## src/rtl/fm_discriminator.sv

```systemverilog
// Time-interleaved FM phase discriminator: per-channel phase difference with
// wrap-around, optional gain shift or phase bypass, AXI-Stream in and out.
module fm_discriminator #(
    parameter int ANGLE_W    = 16,
    parameter int NUM_CH     = 4,
    parameter int GAIN_SHIFT = 1
) (
    input  logic        s00_axis_aclk,
    input  logic        s00_axis_aresetn,
    input  logic        s00_axis_tvalid,
    output logic        s00_axis_tready,
    input  logic [31:0] s00_axis_tdata,
    input  logic        s00_axis_tlast,
    input  logic [3:0]  s00_axis_tstrb,
    input  logic [1:0]  mode,
    input  logic        hist_clear,
    output logic        m00_axis_tvalid,
    input  logic        m00_axis_tready,
    output logic [31:0] m00_axis_tdata,
    output logic        m00_axis_tlast,
    output logic [3:0]  m00_axis_tstrb
);

    localparam int CH_W = (NUM_CH > 1) ? $clog2(NUM_CH) : 1;
    localparam logic [CH_W-1:0] CH_LAST = CH_W'(NUM_CH - 1);

    logic                      accept_s;
    logic [ANGLE_W-1:0]        phase_s;
    logic [ANGLE_W-1:0]        prev_s;
    logic [ANGLE_W-1:0]        diff_s;
    logic signed [ANGLE_W-1:0] scaled_s;
    logic                      unprimed_s;
    logic [15:0]               result_s;
    logic [CH_W-1:0]           ch_r;
    logic [CH_W-1:0]           ch_next_s;
    logic [NUM_CH-1:0]         primed_r;
    logic [NUM_CH-1:0]         primed_next_s;
    logic [ANGLE_W-1:0]        prev_phase_r [NUM_CH];
    logic                      unused_tdata_s;

    assign s00_axis_tready = m00_axis_tready | ~m00_axis_tvalid;
    assign accept_s        = s00_axis_tvalid & s00_axis_tready;
    assign phase_s         = s00_axis_tdata[31 -: ANGLE_W];
    assign unused_tdata_s  = ^s00_axis_tdata[31-ANGLE_W:0];

    // Datapath: modular difference against the channel history, then mode select
    always_comb begin
        prev_s     = prev_phase_r[ch_r];
        diff_s     = phase_s - prev_s;
        scaled_s   = $signed(diff_s) >>> GAIN_SHIFT;
        // A coincident history clear makes this beat behave as the first one.
        unprimed_s = ~primed_r[ch_r] | hist_clear;
        case (mode)
            2'd1: begin
                if (unprimed_s) begin
                    result_s = 16'h0000;
                end else begin
                    result_s = 16'(scaled_s);
                end
            end
            2'd2: begin
                result_s = 16'(phase_s);
            end
            default: begin
                if (unprimed_s) begin
                    result_s = 16'h0000;
                end else begin
                    result_s = 16'($signed(diff_s));
                end
            end
        endcase
    end

    // Next channel index and next primed vector
    always_comb begin
        if (s00_axis_tlast || (ch_r == CH_LAST)) begin
            ch_next_s = '0;
        end else begin
            ch_next_s = ch_r + CH_W'(1);
        end
        if (hist_clear) begin
            primed_next_s = '0;
        end else begin
            primed_next_s = primed_r;
        end
        if (accept_s) begin
            primed_next_s[ch_r] = 1'b1;
        end else begin
            primed_next_s[ch_r] = primed_next_s[ch_r];
        end
    end

    // Channel counter, primed flags and per-channel phase history
    always_ff @(posedge s00_axis_aclk or negedge s00_axis_aresetn) begin
        if (!s00_axis_aresetn) begin
            ch_r     <= '0;
            primed_r <= '0;
            for (int i = 0; i < NUM_CH; i++) begin
                prev_phase_r[i] <= '0;
            end
        end else begin
            primed_r <= primed_next_s;
            if (accept_s) begin
                ch_r               <= ch_next_s;
                prev_phase_r[ch_r] <= phase_s;
            end
        end
    end

    // Output register stage: load on accept, retire on downstream ready, else hold
    always_ff @(posedge s00_axis_aclk or negedge s00_axis_aresetn) begin
        if (!s00_axis_aresetn) begin
            m00_axis_tvalid <= 1'b0;
            m00_axis_tdata  <= 32'h0000_0000;
            m00_axis_tlast  <= 1'b0;
            m00_axis_tstrb  <= 4'h0;
        end else if (accept_s) begin
            m00_axis_tvalid <= 1'b1;
            m00_axis_tdata  <= {8'h00, 8'(ch_r), result_s};
            m00_axis_tlast  <= s00_axis_tlast;
            m00_axis_tstrb  <= s00_axis_tstrb;
        end else if (m00_axis_tready) begin
            m00_axis_tvalid <= 1'b0;
        end
    end

endmodule

```

## config.mk

```make
export PLATFORM = sky130hd
export DESIGN_NAME = fm_discriminator
export DESIGN_NICKNAME = d
export VERILOG_FILES = /design/src/rtl/fm_discriminator.sv
export SDC_FILE = /design/constraint.sdc
export NUM_CORES = 1
export LEC_CHECK = 0
export ABC_AREA = 0
export ABC_CLOCK_PERIOD_IN_PS = 3800
export CAP_MARGIN = 0
export CORE_ASPECT_RATIO = 0.9
export CORE_MARGIN = 2
export CORE_UTILIZATION = 54
export DETAILED_ROUTE_END_ITERATION = 16
export GPL_TIMING_DRIVEN = 0
export HOLD_SLACK_MARGIN = 0.08
export PLACE_DENSITY_LB_ADDON = 0.25
export SLEW_MARGIN = 20
export SYNTH_ARGS = -nofsm -noshare
export SYNTH_HDL_FRONTEND = slang
export SYNTH_SLANG_ARGS = --single-unit
```

## constraint.sdc

```tcl
create_clock -name s00_axis_aclk -period 3.8 [get_ports s00_axis_aclk]
set_clock_uncertainty 0.15 [all_clocks]
set_input_delay 0.38 -clock s00_axis_aclk [delete_from_list [all_inputs] [get_ports s00_axis_aclk]]
set_output_delay 0.38 -clock s00_axis_aclk [all_outputs]
set_load 0.1 [all_outputs]
```

==> impl_results.md <==
- Placer Congestion: 0.940
- Maximum number of pins on one net before global-route repair: 78
- CP Data Required Time: 3.97 ns
- Post-Syn Area per Cell: 11.5 um^2
- 1st-pass router iterations: 5
- Clk sink count: 94
- Number of port buffers: 52
- Worst voltage drop across the vdd grid: 365 uV
- Detailed Route WL: 12.0 mm
- Aggregate global routing overflow: 0
- Endpoints failing hold: 0
- Remaining DRCs: 0
- Path type of the worst setup path: flip-flop to flip-flop
- Share of flip-flops with an asynchronous set or reset after synthesis: 100%
- Starting density of the core: 55.3%
- Fmax achieved: 286 MHz
- Source-to-sink clock delay at the later pin of the worst-skew pair: 0.37 ns
- Final period utilization: 92.1%
- Share of post-route cells with drive strength above 1: 23.9%
- First-pass GRT wire length: 19.4 mm
- Avg Vias per Cell: 5.84
- Startpoint type of the worst setup path: flip-flop
- Crit end category: flip-flop
- Ys flop type: sky130_fd_sc_hd__dfrtp_1
- Register clock-pin slew on the reported worst setup and hold paths: 0.10 ns
- Count of unique library cells instantiated by Yosys: 63
- Number of buffers on the longest clock path: 2
- Pwr/cell area: 751 nW/um^2
- RSZ-0062 raised after global routing: no
- Number of warnings issued by yosys: 0
- Biggest fanout along the worst timing path: 18
- Via count: 3904
- Crit path DAT: 3.67 ns
- Number of top-level design ports: 83
- Max Slew Vio Count: 0
- Min-delay worst type: primary input to async pin
- Num rows: 34
- DIE HEIGHT: 98.1 um
- Smallest setup slack after layout: 0.302 ns
- Max-cap violation count: 0
- Clock tree from TritonCTS: done
- Run status: finished, final reports clean
- Share of the yosys chip area belonging to registers: 44.3%
- Residual antenna-violating net count after detailed routing: 0
- Antenna Diode Count: 0
- Global router's overall resource usage: 23.8%
- Number of flops mapped to enable cells by yosys: 0
- Sum of net half-perimeters after detailed placement: 8.99 mm
- Final critical delay including setup and external delays: 3.50 ns
- Total standard cell area after synthesis: 5310 um^2
- Setup violators final: 0
- Placeable core region: 9610 um^2
- Root Buffer: sky130_fd_sc_hd__clkbuf_8
- Clock buffer count from CTS: 9
- Worst Setup Slack post-DPL: -0.107 ns
- Vias in the first global route: 3858
- Routed length per placed instance: 17.9 um
- Area delta synth->final: 18.3%
- Number of standard cells after synthesis: 462
- Number of nets in the layout: 605
- Tightest slew margin relative to the limit: 35.0%
- Initial drt markers: 283
- Final-layout setup total negative slack: 0 ns
- Die Span X: 109 um
- Synthesis-stage register bit count: 94
- Die Outline Area: 10700 um^2
- Leak pwr: 2.78 nW
- Slew at the pin with the worst max-slew slack: 0.972 ns
- CTS H-tree lvls: 3
- Number of antenna violations at the first check in global routing: 0
[Yosys cell counts (5+ instances only)]
master                     instances  area (um^2)
sky130_fd_sc_hd__dfrtp_1          94         2350
sky130_fd_sc_hd__mux2_2           60          676
sky130_fd_sc_hd__nand2_1          42          158
sky130_fd_sc_hd__a21oi_1          25          125
sky130_fd_sc_hd__ha_1             22          275
sky130_fd_sc_hd__inv_1            22         82.6
sky130_fd_sc_hd__o21ai_0          18         90.1
sky130_fd_sc_hd__mux4_2           15          338
sky130_fd_sc_hd__buf_4            14          105
sky130_fd_sc_hd__nor2_1           14         52.6
sky130_fd_sc_hd__nand2b_1         11         68.8
sky130_fd_sc_hd__clkbuf_1          9         33.8
sky130_fd_sc_hd__buf_2             8         40.0
sky130_fd_sc_hd__nand3_1           8         40.0
sky130_fd_sc_hd__a31oi_1           7         43.8
sky130_fd_sc_hd__xor2_1            7         61.3
sky130_fd_sc_hd__a21o_1            5         37.5
sky130_fd_sc_hd__a221oi_2          5         75.1
sky130_fd_sc_hd__mux2i_1           5         50.1
[worst paths after layout]
kind,slack [ns],cells after the start,endpoint,startpoint
worst max-delay path,0.30,12,m00_axis_tdata[12]$_DFFE_PN0P_,ch_r[0]$_DFFE_PN0P_
worst min-delay path,0.26,2,m00_axis_tdata[1]$_DFFE_PN0P_,s00_axis_aresetn
worst max register to register,0.30,12,m00_axis_tdata[12]$_DFFE_PN0P_,ch_r[0]$_DFFE_PN0P_
worst min register to register,0.34,2,m00_axis_tstrb[3]$_DFFE_PN0P_,m00_axis_tstrb[3]$_DFFE_PN0P_
max in group asynchronous,2.63,3,prev_phase_r[13]$_DFFE_PN0P_,s00_axis_aresetn
min in group s00_axis_aclk,0.34,2,m00_axis_tstrb[3]$_DFFE_PN0P_,m00_axis_tstrb[3]$_DFFE_PN0P_
[cell usage in the layout, fill, tap and decap left out, types with 4 or more instances in the layout]
cell type,netlist,layout
sky130_fd_sc_hd__clkbuf_8,0,10
sky130_fd_sc_hd__inv_1,22,22
sky130_fd_sc_hd__a31oi_1,7,7
sky130_fd_sc_hd__xor2_1,7,7
sky130_fd_sc_hd__a21oi_1,25,25
sky130_fd_sc_hd__o211ai_1,4,4
sky130_fd_sc_hd__nand2_1,42,42
sky130_fd_sc_hd__buf_6,3,4
sky130_fd_sc_hd__a21o_1,5,5
sky130_fd_sc_hd__buf_2,8,7
sky130_fd_sc_hd__ha_1,22,22
sky130_fd_sc_hd__o21ai_0,18,18
sky130_fd_sc_hd__mux2i_1,5,5
sky130_fd_sc_hd__nand2b_1,11,11
sky130_fd_sc_hd__a22oi_1,4,4
sky130_fd_sc_hd__buf_4,14,14
sky130_fd_sc_hd__mux4_2,15,15
sky130_fd_sc_hd__conb_1,1,14
sky130_fd_sc_hd__dfrtp_1,94,94
sky130_fd_sc_hd__xnor2_1,4,4
sky130_fd_sc_hd__nand3_1,8,8
sky130_fd_sc_hd__mux2_2,60,60
sky130_fd_sc_hd__a221oi_2,5,5
sky130_fd_sc_hd__clkdlybuf4s50_1,0,51
sky130_fd_sc_hd__clkbuf_1,9,9
sky130_fd_sc_hd__nor2_1,14,14
[stage by stage]
step	util (%)	cell area, um^2	power, mW	cells	hold WS, ns
after floorplan	-	5360	3.44	475	-0.0656
after global placement	62.8	6040	3.90	653	0.308
after detailed placement	63.1	6070	4.00	654	0.0766
after CTS	65.4	6280	4.72	669	0.238
after global routing	65.4	6280	5.00	669	0.279
final	65.4	6280	4.72	669	0.262
[power breakdown]
group / leakage [nW] / internal, mW / switching [mW]
combinational: 1.53 / 0.991 / 1.45
sequential: 1.15 / 1.37 / 0.184
clock: 0.103 / 0.334 / 0.394
[what timing repair did]
action,CTS,global route
hold buffers,1,0
endpoints found under the setup margin,3,0
gates resized for setup,0,0
buffers inserted,0,0
endpoints found under the hold margin,94,0
[flip-flops by register name, indices dropped and copies added (netlist names)]
signal           cells
ch_r                 2
m00_axis_tstrb       4
primed_r             4
prev_phase_r        64
m00_axis_tdata      18
m00_axis_tvalid      1
m00_axis_tlast       1
[layer usage]
layer  GRT usage [%]  wire length [um]  up-vias
met5               0                 0        -
met4            8.28               197        0
met3            3.47               689       19
met2            37.7              5730      137
met1            33.6              5380     1937
li1                -                 -     1811
[cells by family (layout without fill, tap and decap cells)]
logic type | after synthesis | count (layout) | synth area share [%]
AOI/OAI and AO/OA | 98 | 98 | 13.1
xor gates and xnor gates | 11 | 11 | 1.81
adders and majority gates | 23 | 23 | 5.56
buffers and inverters | 58 | 126 | 5.70
DFF | 94 | 94 | 44.3
muxes | 82 | 82 | 21.0
other | 1 | 14 | 0.0706
and+or+nand+nor | 95 | 95 | 8.52
[worst max-delay path, stage by stage (launching register included)]
cell                       delay [ns]
sky130_fd_sc_hd__dfrtp_1         0.41
sky130_fd_sc_hd__buf_6           0.28
sky130_fd_sc_hd__mux4_2          0.56
sky130_fd_sc_hd__ha_1            0.22
sky130_fd_sc_hd__inv_1           0.08
sky130_fd_sc_hd__fa_1            0.21
sky130_fd_sc_hd__a21o_1          0.16
sky130_fd_sc_hd__a31oi_1         0.15
sky130_fd_sc_hd__o311a_4         0.36
sky130_fd_sc_hd__o21ai_2         0.20
sky130_fd_sc_hd__or3b_1          0.36
sky130_fd_sc_hd__o311ai_1        0.10
sky130_fd_sc_hd__o211a_1         0.20
[layout make-up]
type	count	area [um^2]
buffer	34	211
timing repair buffer	54	559
inverter	22	82.6
sequential	94	2350
clock buffer	10	138
clock inverter	6	76.3
tap	126	158
multi-input combinational	323	2710
fill	752	3330
Note: power is estimated with default switching activity, not from simulation.
